--- src/rtl/tone_arb_pkg.sv ---
// Shared constants and state encoding for the tone arbiter slice.
// Optional build macro used by this slice: TONE_ARB_FIXED_PRIO_EN.
package tone_arb_pkg;
  localparam int NKEYS  = 16;
  localparam int CODE_W = 4;

  typedef enum logic [1:0] {IDLE, PLAY, GAP} state_e;
endpackage

--- src/rtl/rr_pick16.sv ---
// Combinational picker: first set request bit scanning upward from start,
// wrapping 15 -> 0.
module rr_pick16
  import tone_arb_pkg::*;
(
  input  logic [NKEYS-1:0]  req,
  input  logic [CODE_W-1:0] start,
  output logic              valid,
  output logic [CODE_W-1:0] idx
);
  logic [CODE_W-1:0] k;

  // Walk offsets from far to near so the nearest hit is the last write.
  always_comb begin
    valid = 1'b0;
    idx   = '0;
    k     = '0;
    for (int i = NKEYS-1; i >= 0; i--) begin
      k = start + CODE_W'(i);
      if (req[k]) begin
        valid = 1'b1;
        idx   = k;
      end
    end
  end
endmodule

--- src/rtl/tone_arbiter.sv ---
// Time-slicing round-robin arbiter sharing one PWM tone generator among 16 keys.
// Define TONE_ARB_FIXED_PRIO_EN for fixed lowest-index-wins priority (no rr_ptr).
module tone_arbiter
  import tone_arb_pkg::*;
#(
  parameter int SLOT_CYCLES = 4_000_000,
  parameter int GAP_CYCLES  = 200_000
) (
  input  logic              clk,
  input  logic              rst,
  input  logic [NKEYS-1:0]  key_req,
  output logic [CODE_W-1:0] pos_t,
  output logic              tone_en,
  output logic [NKEYS-1:0]  grant
);
  localparam int MAXC = (SLOT_CYCLES > GAP_CYCLES) ? SLOT_CYCLES : GAP_CYCLES;
  localparam int CW   = $clog2(MAXC + 1);
  localparam logic [CW-1:0] SLOT_LD = CW'(SLOT_CYCLES - 1);
  localparam logic [CW-1:0] GAP_LD  = CW'(GAP_CYCLES - 1);

  state_e            state;
  logic [CW-1:0]     cnt;
  logic [CODE_W-1:0] pick_start;
  logic              pick_vld;
  logic [CODE_W-1:0] pick_idx;
  logic              launch;

`ifdef TONE_ARB_FIXED_PRIO_EN
  assign pick_start = '0;
`else
  logic [CODE_W-1:0] rr_ptr;
  assign pick_start = rr_ptr;
`endif

  rr_pick16 u_pick (
    .req   (key_req),
    .start (pick_start),
    .valid (pick_vld),
    .idx   (pick_idx)
  );

  // A new note starts from IDLE, or once the gap has fully elapsed.
  assign launch = pick_vld && ((state == IDLE) || (state == GAP && cnt == '0));

  always_ff @(posedge clk) begin
    if (rst) begin
      state   <= IDLE;
      cnt     <= '0;
      pos_t   <= '0;
      tone_en <= 1'b0;
      grant   <= '0;
`ifndef TONE_ARB_FIXED_PRIO_EN
      rr_ptr  <= '0;
`endif
    end else if (launch) begin
      state   <= PLAY;
      cnt     <= SLOT_LD;
      pos_t   <= pick_idx;
      tone_en <= 1'b1;
      grant   <= NKEYS'(1) << pick_idx;
`ifndef TONE_ARB_FIXED_PRIO_EN
      rr_ptr  <= pick_idx + CODE_W'(1);
`endif
    end else begin
      case (state)
        IDLE: begin
          tone_en <= 1'b0;
          grant   <= '0;
        end
        PLAY: begin
          // Release outranks expiry; both paths take the full gap.
          if (!key_req[pos_t]) begin
            state   <= GAP;
            cnt     <= GAP_LD;
            tone_en <= 1'b0;
            grant   <= '0;
          end else if (cnt == '0) begin
            if (key_req == grant) begin
              cnt <= SLOT_LD;
            end else begin
              state   <= GAP;
              cnt     <= GAP_LD;
              tone_en <= 1'b0;
              grant   <= '0;
            end
          end else begin
            cnt <= cnt - CW'(1);
          end
        end
        GAP: begin
          if (cnt == '0) state <= IDLE;
          else           cnt   <= cnt - CW'(1);
        end
        default: state <= IDLE;
      endcase
    end
  end
endmodule

--- config.mk ---
export PLATFORM = sky130hd
export DESIGN_NAME = tone_arbiter
export DESIGN_NICKNAME = d
export VERILOG_FILES = /design/src/rtl/tone_arb_pkg.sv /design/src/rtl/rr_pick16.sv /design/src/rtl/tone_arbiter.sv
export SDC_FILE = /design/constraint.sdc
export NUM_CORES = 1
export LEC_CHECK = 0
export CORE_MARGIN = 5
export CORE_UTILIZATION = 59
export CTS_BUF_LIST = sky130_fd_sc_hd__clkbuf_8
export DETAILED_ROUTE_END_ITERATION = 8
export GPL_ROUTABILITY_DRIVEN = 0
export HOLD_SLACK_MARGIN = 0.08
export PLACE_DENSITY = 0.88
export SLEW_MARGIN = 25
export SYNTH_ARGS = -nofsm -noshare
export SYNTH_HDL_FRONTEND = slang
export SYNTH_SLANG_ARGS = --single-unit
export TNS_END_PERCENT = 10
--- constraint.sdc ---
create_clock -name clk -period 13.5 [get_ports clk]
set_input_delay 2.7 -clock clk [delete_from_list [all_inputs] [get_ports clk]]
set_output_delay 2.7 -clock clk [all_outputs]
set_load 0.05 [all_outputs]
==> results of run 1 <==
==> cells in the mapped netlist, types with 15 or more instances <==
cell,instances
a32oi_1,17
inv_1,18
nor2_1,51
nand3_1,17
mux2i_1,27
o21ai_0,28
mux4_2,33
clkbuf_1,20
nor3_1,18
a21oi_1,47
dfxtp_1,49
nand2_1,42
mux2_2,15
xnor2_1,30
==> cell families after synthesis <==
logic type / Yosys count
and+or+nand+nor: 185
muxes: 79
buffers and inverters: 61
xor gates and xnor gates: 37
adders and majority gates: 13
DFF: 49
AOI/OAI and AO/OA: 162
==> registers in the layout, summed over array words and instances, names as in the netlist <==
register / flops
tone_en: 1
grant: 16
state: 2
pick_start: 4
cnt: 22
pos_t: 4
==> final cells by class <==
cell class	count	share of cell area (%)
clock inverters	3	0.315
multi-input cells	476	69.2
inverters	22	1.48
well taps	108	2.43
flip-flops and latches	49	17.6
repair buffers	44	7.65
clock buffers	5	1.24
==> final timing paths <==
path | start | endpoint | depth (start not counted)
max | key_req[11] | grant[9]$_SDFFE_PP0P_ | 10
min | tone_en$_SDFFE_PP0P_ | tone_en$_SDFFE_PP0P_ | 2
max reg2reg | pick_start[0]$_SDFFE_PP0P_ | grant[9]$_SDFFE_PP0P_ | 12
min reg2reg | tone_en$_SDFFE_PP0P_ | tone_en$_SDFFE_PP0P_ | 2
==> routing by layer <==
metal	up-vias	part of all wire (%)	GRT usage (%)
li1	2257	-	-
met1	2427	38	37.6
met2	379	47	46.4
met3	61	11	4.49
met4	0	3.5	12.7
met5	-	0	0
==> tightest hold or removal path: stages, from the launching register on <==
cell and delay (ns):
dfxtp_1 0.32, nand2_1 0.05, a21oi_1 0.05
==> cells in the final DEF, fill, tap and decap left out, types with 3 or more instances in the layout <==
cell / instances
nor2_1: 51
dfxtp_1: 49
a21oi_1: 47
nand2_1: 42
clkdlybuf4s50_1: 38
mux4_2: 33
xnor2_1: 29
o21ai_0: 28
mux2i_1: 27
inv_1: 19
nor3_1: 18
nand3_1: 17
a32oi_1: 17
mux2_2: 15
ha_1: 13
nor4_1: 8
nand4_1: 7
nand2b_1: 7
a22oi_1: 6
buf_4: 6
nor2_2: 5
a211oi_2: 5
a21oi_2: 5
nor2b_1: 5
o211ai_1: 5
clkbuf_8: 5
and3_1: 4
or3_1: 4
or4_1: 4
a311oi_1: 4
xor2_1: 4
and2_1: 3
a211o_1: 3
o2111ai_1: 3
o21a_1: 3
a31oi_1: 3
o22ai_1: 3
a21o_1: 3
a2bb2oi_1: 3
xnor2_2: 3
==> stage by stage <==
stage	hold WS [ns]	instance area (sq um)	setup WS (ns)	util, %
2_1_floorplan	0.463	5120	7.90	-
3_3_place_gp	0.448	5470	6.99	63.6
4_1_cts	0.462	5550	7.14	64.6
5_1_grt	0.523	5560	6.99	64.7
6_report	0.462	5560	7.01	64.7
3_5_place_dp	0.448	5470	6.85	63.6
==> flow_summary.ini, run 1 <==
[outcome]
outcome = finished clean

[floorplan]
boundaryPins = 39
rows = 34
start_util_pct = 59.6
die_x_microns = 103
design.core.area_sq_um = 8590
dieArea_sq_um = 10600
die_h_microns = 103

[timing]
max_clock_freq_mhz = 154
fin_skew_ns = 0.0143
final_max_slew_viol_count = 0
rsz0062_at_grt = no
setup_viol = 0
report.final.hold_viol_count = 0
max_slew_margin_pct = 45.9
tns_ns = 0
tightestPinTransition_ns = 0.812
finalCriticalPeriod_ns = 6.49
post-route-period-util_pct = 48.1

[drt]
dr.pass1.iters = 5
routed_via_density = 7.25
drtIter0Drc = 588
wl_per_cell_microns = 21.1
routed_wl_microns = 14900
ant_nets = 0
via_count = 5124
drc = 0

[setup_path]
critPathMaxFanout = 13
crit_path_max_incr_delay_ns = 0.63
critPathLaunchType = input port
path_delay_family = multiplexers
critical_path_class = input port to register
r2r_slack_ns = 8.20
critPathBufInv = 1
crit_slowest_cell = clkdlybuf4s50_1
cp.arrival_ns = 6.66
path_cells = clkdlybuf4s50_1 > mux4_2 > mux2_2 > mux2i_2 > nand2_1 > nor4_1 > a221o_1 > nor2_2 > a32oi_1 > nor2_1
worstPathRequired_ns = 13.67
endpoint_kind = register

[clocking]
htreeDepth = 2
cts_hold_buf = 0
post-cts-setup-buffer-count = 0
path_clk_slew_ns = 0.10
clkSinkCount = 49
cts_buffers = 5
worst_skew_pair.late_latency_ns = 0.31
post_cts_resized = 0
clockBufferDepth = 2
cts_tree = built
cts_root_buffer = clkbuf_8

[layout]
stdcell_count = 707
drive_gt1_share_pct = 16.7
num_antenna_cells = 0
area_growth_pct = 8.57
fillers = 655
multiInputGateArea_sq_um = 3850
seq_area_sq_um = 981
nets = 629

[run]
cap_viol_max_count = 0

[synthesis]
post_synth_xor_area_fraction_pct = 6.77
syn_nets = 617
async_reset_ff_share_pct = 0
synth.area.top_cells = dfxtp_1 (19%), mux4_2 (15%), mux2i_1 (5.3%)
synth_top_area_cell = dfxtp_1
ys_seq_area_share_pct = 19.1
synth_area_sq_um = 5120
ys.flop_type = dfxtp_1
synth_warnings = 0
synthMuxAreaShare_pct = 24.4
synth_top_area_share_pct = 19.1
synthAdderAreaFrac_pct = 3.18
ys_ff_latch = 49
synth.distinct_cells = 78
synthCells = 586
yosys.area_share.simple_pct = 17.7
synth_edf_count = 0
synth_area_per_cell_sq_um = 8.74
synth_compound_area_share_pct = 23.0
synth_top_family_by_area = multiplexers

[place]
io_buffers = 38
dp_cells = 699
dp_hpwl_microns = 11000

[grt]
grt_max_degree = 38
grt_pass1_wl_microns = 24400
grt_pass1_vias = 4922
overflow = 0
antenna_found_initial = 0
gr-usage-all-layers_pct = 28.5

[hold_path]
hp-class = register to register
Power of run 1 is left out: the tool's default activity adds up to more than one toggle a clock period on the data nets, which glitch-free logic cannot reach.
==> inputs of run 2 (changes only) <==
==> constraint.sdc (replaced) <==
create_clock -name clk -period 6.8 [get_ports clk]
set_input_delay 1.36 -clock clk [delete_from_list [all_inputs] [get_ports clk]]
set_output_delay 1.36 -clock clk [all_outputs]
set_load 0.05 [all_outputs]
==> run 2 against run 1 <==
Register-to-register slack worse by 6.8 ns. Hold slack better by 0.014 ns. Core utilization up 0.31 points. Sequential cell count unchanged. Global-route usage up 2.1 points. Non-clock buffer count up 1. Count of clock-buffer cells in the layout unchanged. Cell count up 0.14%. First-iteration DRC count up 18%. Wire length up 5.1%. Via count up 1.7%. Largest cell class unchanged. Highest routed layer unchanged.
==> flow_summary.ini, run 2 (synthesis gave the netlist of run 1 again) <==
[outcome]
outcome = finished clean

[layout]
drive_gt1_share_pct = 16.8
num_antenna_cells = 0
top_regs = cnt (22), grant (16)
nets = 630
regMostFlops = cnt
stdcell_count = 708
final_cell_mix = nor2_1 (51), dfxtp_1 (49), a21oi_1 (47)
final_common_cell = nor2_1
largest_reg_flops = 22
area_growth_pct = 9.09

[floorplan]
start_util_pct = 59.6
boundaryPins = 39
die_h_microns = 103
die_x_microns = 103
dieArea_sq_um = 10600
rows = 34
design.core.area_sq_um = 8590

[drt]
dr.pass1.iters = 6
ant_nets = 0
via_count = 5210
wl_met3_microns = 1790
wl_met2_microns = 7490
wl_per_cell_microns = 22.2
top_layer = met4
drtIter0Drc = 692
routed_wl_microns = 15700
drc = 0
wl_met1_microns = 5680
routed_via_density = 7.36

[setup_path]
path_delay_family = multiplexers
cp.arrival_ns = 5.55
crit_path_max_incr_delay_ns = 0.83
endpoint_kind = register
worstPathRequired_ns = 6.98
critPathBufInv = 2
critPathLaunchType = register
path_cells = buf_4 > clkinv_1 > ha_1 > mux4_2 > mux2_2 > mux2i_1 > nand2b_1 > nor4_1 > a221o_1 > nor2_2 > a32oi_1 > nor2_1
crit_slowest_cell = ha_1
critPathMaxFanout = 37
critical_path_class = register to register

[grt]
grt_pass1_wl_microns = 25800
overflow = 0
grt_max_degree = 48
antenna_found_initial = 0
gr-usage-all-layers_pct = 30.6
grt_pass1_vias = 5052

[place]
io_buffers = 38
dp_hpwl_microns = 11300
dp_cells = 700

[clocking]
path_clk_slew_ns = 0.10
clkSinkCount = 49
cts_tree = built
post_cts_resized = 0
worst_skew_pair.late_latency_ns = 0.31
post-cts-setup-buffer-count = 0
clockBufferDepth = 2
cts_buffers = 5
htreeDepth = 2
cts_hold_buf = 0
cts_root_buffer = clkbuf_8

[timing]
final_max_slew_viol_count = 0
tns_ns = 0
fin_skew_ns = 0.0158
tightestPinTransition_ns = 0.806
setup_viol = 0
max_slew_margin_pct = 46.3
rsz0062_at_grt = no
max_clock_freq_mhz = 186
report.final.hold_viol_count = 0
finalCriticalPeriod_ns = 5.37
post-route-period-util_pct = 79.0

[run]
cap_viol_max_count = 0

[hold_path]
hp-class = register to register
## run 2: changes by cell type in the layout (fill, tap and decap cells not counted), sizes merged
cell | before | now
bufinv | 0 | 1
inv | 22 | 21
buf | 6 | 7
## run 2: final timing paths
| check | depth (start not counted) | slack (ns) | end | startpoint |
|---|---|---|---|---|
| min reg2reg | 2 | 0.48 | tone_en$_SDFFE_PP0P_ | tone_en$_SDFFE_PP0P_ |
| max | 12 | 1.43 | grant[11]$_SDFFE_PP0P_ | pick_start[0]$_SDFFE_PP0P_ |
| max reg2reg | 12 | 1.43 | grant[11]$_SDFFE_PP0P_ | pick_start[0]$_SDFFE_PP0P_ |
| min | 2 | 0.48 | tone_en$_SDFFE_PP0P_ | tone_en$_SDFFE_PP0P_ |
## run 2: worst min-delay path, stage by stage (launching register included)
cell	delay (ns)
dfxtp_1	0.33
nand2_1	0.05
a21oi_1	0.06
## run 2: cell type report
class,instances,area (sq um)
Fill cell,664,3010
Timing Repair Buffer,45,433
Clock buffer,5,68.8
Inverter,22,82.6
Tap cell,108,135
Sequential cell,49,981
Multi-Input combinational cell,476,3840
Clock inverter,3,43.8
## run 2: metal layers
layer	GRT usage, %	vias to the layer above
li1	-	2255
met1	39.1	2421
met2	50.6	438
met3	5.23	96
met4	14.3	0
met5	0	-
## run 2: stage by stage
stage                     area [sq um]  hold slack (ns)  util (%)  setup slack [ns]
final                             5590            0.476      65.0              1.43
after global placement            5480            0.448      63.7              1.71
after global routing              5590            0.517      65.0              1.14
after floorplan                   5120            0.463         -              2.45
after CTS                         5590            0.474      65.0              1.58
after detailed placement          5480            0.460      63.7              1.52
Power of run 2 is left out for the same reason.
